### config.mk
export PLATFORM = sky130hd
export DESIGN_NAME = led_unlock_ctrl
export DESIGN_NICKNAME = d
export VERILOG_FILES = /design/src/rtl/led_unlock_ctrl.sv
export SDC_FILE = /design/constraint.sdc
export NUM_CORES = 1
export LEC_CHECK = 0
export CAP_MARGIN = 15
export CORE_MARGIN = 5
export CORE_UTILIZATION = 47
export CTS_CLUSTER_SIZE = 10
export DETAILED_ROUTE_END_ITERATION = 7
export GPL_TIMING_DRIVEN = 0
export REMOVE_ABC_BUFFERS = 1
export SETUP_SLACK_MARGIN = 0.1
export SLEW_MARGIN = 20
export SYNTH_ARGS = -nofsm -noshare
export SYNTH_HDL_FRONTEND = slang
export SYNTH_SLANG_ARGS = --single-unit
### constraint.sdc
create_clock -name clk -period 6.4 [get_ports clk]
set_input_delay 1.28 -clock clk [delete_from_list [all_inputs] [get_ports clk]]
set_output_delay 1.28 -clock clk [all_outputs]
set_load 0.02 [all_outputs]
### src/rtl/led_unlock_ctrl.sv
// Three-code unlock sequencer driving a blinking LED bank once unlocked,
// with a timed lockout after three consecutive failed attempts.
module led_unlock_ctrl #(
  parameter logic [7:0]  K0          = 8'hA5,
  parameter logic [7:0]  K1          = 8'h3C,
  parameter logic [7:0]  K2          = 8'h96,
  parameter logic [27:0] HALF_BASE   = 28'h4000000,
  parameter logic [27:0] LOCKOUT_CYC = 28'hFFFFFFF
) (
  input  logic       clk,
  input  logic       rst,
  input  logic [7:0] key,
  input  logic       key_valid,
  output logic [3:0] led,
  output logic       unlocked,
  output logic       lockout,
  output logic [1:0] fail_cnt
);

  typedef enum logic [2:0] {
    WAIT0    = 3'd0,
    WAIT1    = 3'd1,
    WAIT2    = 3'd2,
    UNLOCKED = 3'd3,
    LOCKOUT  = 3'd4
  } state_t;

  state_t      state_r, state_s;
  logic [1:0]  fail_cnt_r, fail_cnt_s;
  logic [3:0]  mask_r, mask_s;
  logic [1:0]  rate_r, rate_s;
  logic [29:0] blink_cnt_r, blink_cnt_s;
  logic        on_r, on_s;
  logic [27:0] lock_cnt_r, lock_cnt_s;
  logic [3:0]  led_r, led_s;
  logic        unlocked_r, lockout_r;

  logic [29:0] half_s;
  logic        blink_end_s;
  logic [1:0]  fail_step_s;
  logic [7:0]  expect_s;
  state_t      advance_s;

  // Half-period is at most 4 * (2^28 - 1), so 30 bits never overflow.
  assign half_s      = ({28'd0, rate_r} + 30'd1) * {2'b00, HALF_BASE};
  assign blink_end_s = (blink_cnt_r == (half_s - 30'd1));
  assign fail_step_s = fail_cnt_r + 2'd1;

  // Code expected in the current wait state and the state a match leads to.
  always_comb begin
    expect_s  = K0;
    advance_s = WAIT1;
    case (state_r)
      WAIT0: begin
        expect_s  = K0;
        advance_s = WAIT1;
      end
      WAIT1: begin
        expect_s  = K1;
        advance_s = WAIT2;
      end
      WAIT2: begin
        expect_s  = K2;
        advance_s = UNLOCKED;
      end
      default: begin
        expect_s  = K0;
        advance_s = WAIT1;
      end
    endcase
  end

  // Next-state and datapath update.
  always_comb begin
    state_s     = state_r;
    fail_cnt_s  = fail_cnt_r;
    mask_s      = mask_r;
    rate_s      = rate_r;
    blink_cnt_s = blink_cnt_r;
    on_s        = on_r;
    lock_cnt_s  = lock_cnt_r;
    case (state_r)
      WAIT0, WAIT1, WAIT2: begin
        if (key_valid) begin
          if (key == expect_s) begin
            state_s = advance_s;
            if (advance_s == UNLOCKED) begin
              fail_cnt_s  = 2'd0;
              mask_s      = 4'hF;
              rate_s      = 2'd0;
              blink_cnt_s = 30'd0;
              on_s        = 1'b1;
            end else begin
              fail_cnt_s = fail_cnt_r;
            end
          end else begin
            // A failing code never restarts the match, even if it equals K0.
            fail_cnt_s = fail_step_s;
            if (fail_step_s == 2'd3) begin
              state_s    = LOCKOUT;
              lock_cnt_s = 28'd0;
            end else begin
              state_s = WAIT0;
            end
          end
        end else begin
          state_s = state_r;
        end
      end
      UNLOCKED: begin
        if (key_valid && (key == 8'h00)) begin
          state_s = WAIT0;
        end else if (key_valid && (key[7:4] == 4'h1)) begin
          // A rate change wins over a coinciding terminal count: no toggle.
          rate_s      = key[1:0];
          blink_cnt_s = 30'd0;
        end else begin
          if (key_valid && (key[7:4] == 4'hF)) begin
            mask_s = key[3:0];
          end else begin
            mask_s = mask_r;
          end
          if (blink_end_s) begin
            blink_cnt_s = 30'd0;
            on_s        = ~on_r;
          end else begin
            blink_cnt_s = blink_cnt_r + 30'd1;
          end
        end
      end
      LOCKOUT: begin
        if (lock_cnt_r == (LOCKOUT_CYC - 28'd1)) begin
          state_s    = WAIT0;
          fail_cnt_s = 2'd0;
          lock_cnt_s = 28'd0;
        end else begin
          lock_cnt_s = lock_cnt_r + 28'd1;
        end
      end
      default: begin
        state_s    = WAIT0;
        fail_cnt_s = 2'd0;
      end
    endcase
  end

  // LED drive derived from the next state so the registered copy is Moore.
  always_comb begin
    led_s = 4'h0;
    case (state_s)
      UNLOCKED: led_s = mask_s & {4{on_s}};
      LOCKOUT:  led_s = 4'hF;
      default:  led_s = 4'h0;
    endcase
  end

  // State, datapath and output registers.
  always_ff @(posedge clk) begin
    if (rst) begin
      state_r     <= WAIT0;
      fail_cnt_r  <= 2'd0;
      mask_r      <= 4'hF;
      rate_r      <= 2'd0;
      blink_cnt_r <= 30'd0;
      on_r        <= 1'b0;
      lock_cnt_r  <= 28'd0;
      led_r       <= 4'h0;
      unlocked_r  <= 1'b0;
      lockout_r   <= 1'b0;
    end else begin
      state_r     <= state_s;
      fail_cnt_r  <= fail_cnt_s;
      mask_r      <= mask_s;
      rate_r      <= rate_s;
      blink_cnt_r <= blink_cnt_s;
      on_r        <= on_s;
      lock_cnt_r  <= lock_cnt_s;
      led_r       <= led_s;
      unlocked_r  <= (state_s == UNLOCKED);
      lockout_r   <= (state_s == LOCKOUT);
    end
  end

  assign led      = led_r;
  assign unlocked = unlocked_r;
  assign lockout  = lockout_r;
  assign fail_cnt = fail_cnt_r;

endmodule

==> results of run 1 <==
## where the power goes
part           total (mW)  switching, mW  leakage (nW)  internal [mW]
registers           0.483        0.00513         0.613          0.478
clock network       0.427          0.177         0.122          0.250
logic              0.0661         0.0410         0.685         0.0252
## Yosys cell counts (5+ instances only)
cell type  count  share of area
a21oi_1       23          0.029
a31oi_1        5         0.0078
and3_1         5         0.0078
and4_1         5          0.011
buf_2          7         0.0087
clkbuf_1      10         0.0094
dfxtp_1       76           0.38
ha_1           7          0.022
inv_1         14          0.013
nand2_1       31          0.029
nand3_1       28          0.035
nand4_1       19          0.030
nand4b_1       7          0.015
nor2_1        62          0.058
nor2b_1        5         0.0078
nor3_1        15          0.019
nor3b_1        5         0.0094
nor4_1        17          0.027
nor4b_1        6          0.013
o21ai_0       16          0.020
o31ai_1        8          0.015
or3_1         13          0.020
xnor2_1       34          0.074
xor2_1        12          0.026
## routing by layer
metal	wire, um	GRT usage	vias up
li1	-	-	1762
met3	328	0.02867	13
met1	4381	0.2406	1587
met2	3802	0.2754	51
met4	163	0.07467	0
met5	0	0	-
## final cells by class
class	count	area (um^2)
tap	105	131.4
inverter	14	52.55
timing repair buffer	21	217.7
sequential	76	1521
clock inverter	4	70.07
clock buffer	12	165.2
multi-input combinational	368	2335
fill	794	3765
## worst paths after layout
path                 start       endpoint  slack, ns  cells after the start
min reg2reg      mask_r[0]      mask_r[0]       0.48                      2
min              mask_r[0]      mask_r[0]       0.48                      2
max                 key[4]  lock_cnt_r[1]       2.32                      7
max reg2reg  lock_cnt_r[4]  lock_cnt_r[8]       3.08                      6
## state kept, by name, indices dropped and copies added, names as in the netlist
| signal | cells |
|---|---|
| rate_r | 2 |
| state_r | 3 |
| unlocked | 1 |
| fail_cnt | 2 |
| mask_r | 4 |
| on_r | 1 |
| blink_cnt_r | 30 |
| led | 4 |
| lock_cnt_r | 28 |
| lockout | 1 |
## logic make-up (layout without fill, tap and decap cells)
family / count (synthesis) / after routing / synth area share
AND/OR/NAND/NOR: 237 / 237 / 0.3222
AO/OA/AOI/OAI: 75 / 75 / 0.1259
buffers and inverters: 38 / 51 / 0.04187
flip-flops: 76 / 76 / 0.3800
XOR/XNOR: 46 / 46 / 0.1006
adder cells (fa/ha/maj): 7 / 7 / 0.02187
multiplexers: 3 / 3 / 0.007500
## critical path, cell delays in order
cell             delay (ns)
clkdlybuf4s50_1        0.65
inv_1                  0.15
or4_4                  0.56
a2111oi_4              0.71
nor2_2                 0.14
a21o_1                 0.51
a211oi_1               0.34
==> results.tsv, run 1 <==
stage	metric	value	unit
run_status	status	completed	
sta	fin crit share	0.6369	
global_route	pin count of the biggest net entering global routing	29	
clock_network	Clock Path Buffers	2	
sta	Tmin final	4.076	ns
die	io pins	19	
global_route	vias in the first global route	3163	
routing	post-route ant nets	0	
clock_network	hold_buf cts	0	
die	Die W	102.3	um
finish	final core utilization	0.5441	
worst_setup_path	Data required, critical path	6.66	ns
yosys	cell area after synthesis	0.004004	mm^2
yosys	Ys Warns	0	
worst_setup_path	WS Path Type	in -> reg	
placement	Post-DP Area	0.004258	mm^2
yosys	Yosys reg bits	76	
sta	RSZ-0062 raised after global routing	no	
finish	diodes inserted	0	
yosys	Yosys cell types	50	
sta	Final Max Slew Viols	0	
die	Initial Utilization	0.4848	
power	PD cells	217.2	mW/mm^2
die	die area	0.01046	mm^2
clock_network	Reg clk slew, reported paths	0.08	ns
yosys	Async SR Flop Fraction	0	
clock_network	Post CTS Setup Buffer Count	0	
sta	Worst Tran Pin Value	0.9170	ns
finish	commonest non-fill, non-tap cell in the layout	dfxtp_1	
finish	layout cells sized above 1	0.06061	
worst_setup_path	critical path fanouts, max	28	
routing	wire per inst	14.46	um
placement	dpl cells	584	
worst_setup_path	Worst setup SP type	input pin	
global_route	Tot GR Track Use	0.1760	
global_route	first-pass GRT wire length	14890	um
clock_network	Clock Latency Late Sink	0.35	ns
clock_network	htree depth	3	
placement	dpl ws	1.957	ns
die	Core Area	0.008258	mm^2
worst_setup_path	CP Data Arrival Time	4.34	ns
yosys	Synth Area per Inst	8.307	um^2
routing	drt pass-1 iters	4	
routing	starting DRC count in detailed routing	101	
clock_network	Post-CTS Resized	0	
clock_network	CTS Sinks	76	
placement	PortBufs	18	
finish	Final Non-Filler Cells	600	
routing	number of remaining DRC errors	0	
sta	WHS	0.4816	ns
routing	vias per cell	5.688	
yosys	Post-synth top flop	dfxtp_1	
clock_network	TritonCTS clock tree	done	
power	Peak supply drop	0.0001090	V
yosys	number of flops mapped to enable cells by yosys	0	
flow_run	max_cap viols	0	
sta	achievable frequency	245.3	MHz
worst_setup_path	CP endpoint kind	flop	
clock_network	CTS root buf	clkbuf_8	
power	total power	976.0	uW
die	Site Rows	33	
sta	final hold vios	0	
global_route	total congestion overflow	0	
yosys	post-synthesis cell count	482	
routing	vias after detailed routing	3413	
sta	setup_tns	0	ns
yosys	register area share after synthesis	0.3800	
sta	worst setup margin	2.324	ns
finish	most frequent cells in the layout	76 x dfxtp_1, 62 x nor2_1, 34 x xnor2_1, 31 x nand2_1, 28 x nand3_1	
clock_network	CTS buffer count	9	
routing	drt total wl	8676	um
sta	Fin Clk Skew	0.01171	ns
die	die height	102.3	um
power	leak pwr	1.420	nW
sta	Max transition margin	0.3840	
sta	final setup violating endpoints	0	
placement	Final GP Congestion	0.8441	
min_path	worst hold path class	reg -> reg	
finish	Finished Cell Area	0.004493	mm^2
finish	nets@finish	508	
global_route	initial antenna violation count	0	
finish	Layout area overhead	12.22	%
placement	detailed placement HPWL	5986	um
(Power assumes the default switching activity.)
==> run 2, diff against run 1 <==
Settings changed: PLACE_DENSITY from default to 0.67.
Clock period 6.4 ns to 3.5 ns, I/O delays scaled along.
==> run 2 against run 1 <==
- largest power group unchanged
- worst hold slack improved by 0.0022 ns
- clock skew rose by 0.0026 ns
- largest cell class unchanged
- setup slack got worse by 2.0 ns
- critical path type unchanged
- highest routed layer unchanged
- critical endpoint is now blink_cnt_r[25]
==> results.tsv, run 2 (same netlist as run 1, synthesis figures left out) <==
stage	metric	value	unit	change
global_route	first-pass GRT wire length	14960	um	+0.46%
placement	detailed placement HPWL	5934	um	-0.86%
die	die height	102.3	um	unchanged
worst_setup_path	Data required, critical path	3.79	ns	-2.87 ns
finish	Top reg by flops	blink_cnt_r		
finish	Largest regs	blink_cnt_r x30, lock_cnt_r x28		
flow_run	max_cap viols	0		unchanged
clock_network	Clock Path Buffers	2		unchanged
routing	number of remaining DRC errors	0		unchanged
sta	final hold vios	0		unchanged
die	die area	0.01046	mm^2	unchanged
routing	vias per cell	5.687		about the same
global_route	Tot GR Track Use	0.1746		-0.001400
die	io pins	19		unchanged
finish	final core utilization	0.5415		-0.002576
finish	nets@finish	509		+0.20%
global_route	initial antenna violation count	0		unchanged
global_route	pin count of the biggest net entering global routing	29		unchanged
clock_network	TritonCTS clock tree	done		
routing	starting DRC count in detailed routing	196		+94%
clock_network	hold_buf cts	0		unchanged
power	leak pwr	1.396	nW	-1.7%
sta	achievable frequency	311.7	MHz	
sta	setup_tns	0	ns	unchanged
finish	max reg flops	30		unchanged
die	Initial Utilization	0.4848		unchanged
worst_setup_path	CP endpoint kind	flop		
clock_network	htree depth	3		unchanged
finish	Layout area overhead	11.69	%	
sta	Final Max Slew Viols	0		unchanged
finish	most frequent cells in the layout	76 x dfxtp_1, 62 x nor2_1, 34 x xnor2_1, 31 x nand2_1, 27 x nand3_1		
clock_network	CTS buffer count	9		unchanged
finish	diodes inserted	0		unchanged
global_route	total congestion overflow	0		unchanged
sta	Fin Clk Skew	0.01434	ns	+0.002628 ns
sta	final setup violating endpoints	0		unchanged
clock_network	Reg clk slew, reported paths	0.09	ns	about the same
sta	worst setup margin	0.2921	ns	-2.032 ns
die	Site Rows	33		unchanged
routing	drt pass-1 iters	4		unchanged
routing	post-route ant nets	0		unchanged
worst_setup_path	CP Data Arrival Time	3.50	ns	-0.84 ns
sta	fin crit share	0.9165		
placement	PortBufs	18		unchanged
sta	Tmin final	3.208	ns	
die	Core Area	0.008258	mm^2	unchanged
die	Die W	102.3	um	unchanged
sta	Max transition margin	0.4036		+0.01964
clock_network	CTS Sinks	76		unchanged
placement	Final GP Congestion	0.8377		-0.76%
run_status	status	completed		
sta	Worst Tran Pin Value	0.8878	ns	-0.02924 ns
worst_setup_path	critical path fanouts, max	15		-46%
clock_network	Clock Latency Late Sink	0.36	ns	about the same
routing	vias after detailed routing	3418		+0.15%
placement	dpl ws	-0.4979	ns	-2.455 ns
routing	wire per inst	14.12	um	-2.4%
clock_network	CTS root buf	clkbuf_8		
finish	layout cells sized above 1	0.06653		+0.005926
sta	RSZ-0062 raised after global routing	no		
power	PD cells	378.4	mW/mm^2	+74%
worst_setup_path	Worst setup SP type	input pin		
global_route	vias in the first global route	3301		+4.4%
power	Peak supply drop	0.0001565	V	+44%
routing	drt total wl	8484	um	-2.2%
finish	commonest non-fill, non-tap cell in the layout	dfxtp_1		
min_path	worst hold path class	reg -> reg		
worst_setup_path	WS Path Type	in -> reg		
-- run 2: changes by cell type in the layout (fill, tap and decap cells not counted), moves of 2 or more --
cell,before,now
a21o_1,3,1
a21o_2,0,2
clkbuf_8,12,9
clkinv_2,2,0
clkinvlp_4,0,2
inv_6,0,2
-- run 2: worst max-delay path, stage by stage --
cell and delay, ns:
clkdlybuf4s50_1 0.51, nor4bb_1 0.40, mux2i_1 0.28, o21a_1 0.45
or3_1 0.61, or3_1 0.40, a21oi_1 0.15
-- run 2: final timing paths --
kind	from	cells after the start	end	slack, ns
setup / recovery	key[2]	7	blink_cnt_r[25]	0.29
setup reg to reg	lock_cnt_r[4]	6	lock_cnt_r[25]	0.57
hold / removal	mask_r[1]	2	mask_r[1]	0.48
hold reg to reg	mask_r[1]	2	mask_r[1]	0.48
-- run 2: per-layer routing --
metal	track usage	vias up	share of wire	routed length [um]
li1	-	1762	-	-
met1	0.2359	1591	0.50	4259
met2	0.2724	58	0.45	3793
met3	0.04096	7	0.040	341
met4	0.06357	0	0.010	89
met5	0	-	0	0
-- run 2: metrics by stage --
step | area, um^2 | hold WS [ns] | instances | power, mW
after CTS | 4464 | 0.4870 | 601 | 1.711
final | 4472 | 0.4838 | 601 | 1.692
after detailed placement | 4258 | 0.4656 | 584 | 1.024
after floorplan | 3889 | 0.4372 | 458 | 0.9653
after global routing | 4472 | 0.5292 | 601 | 1.766
after global placement | 4200 | 0.4496 | 581 | 1.016
-- run 2: where the power goes --
part / total (mW) / leakage [nW] / internal [mW] / switching [mW]
Combinational: 0.121 / 0.690 / 0.0467 / 0.0746
Sequential: 0.883 / 0.613 / 0.874 / 0.00929
Clock: 0.688 / 0.0935 / 0.336 / 0.352
Total: 1.69 / 1.40 / 1.26 / 0.436
-- run 2: layout make-up --
cell class / instances / area (um^2)
Fill cell: 753 / 3786
Multi-Input combinational cell: 368 / 2342
Sequential cell: 76 / 1521
Timing Repair Buffer: 22 / 225.2
Tap cell: 105 / 131.4
Clock buffer: 10 / 127.6
Clock inverter: 6 / 71.32
Inverter: 14 / 52.55
-- run 2: what timing repair did --
action                                  in CTS  in global routing
gates resized for setup                      0                  3
pin swaps                                    1                  0
endpoints found under the hold margin        0                  0
buffers inserted                             1                  0
endpoints found under the setup margin      28                 47
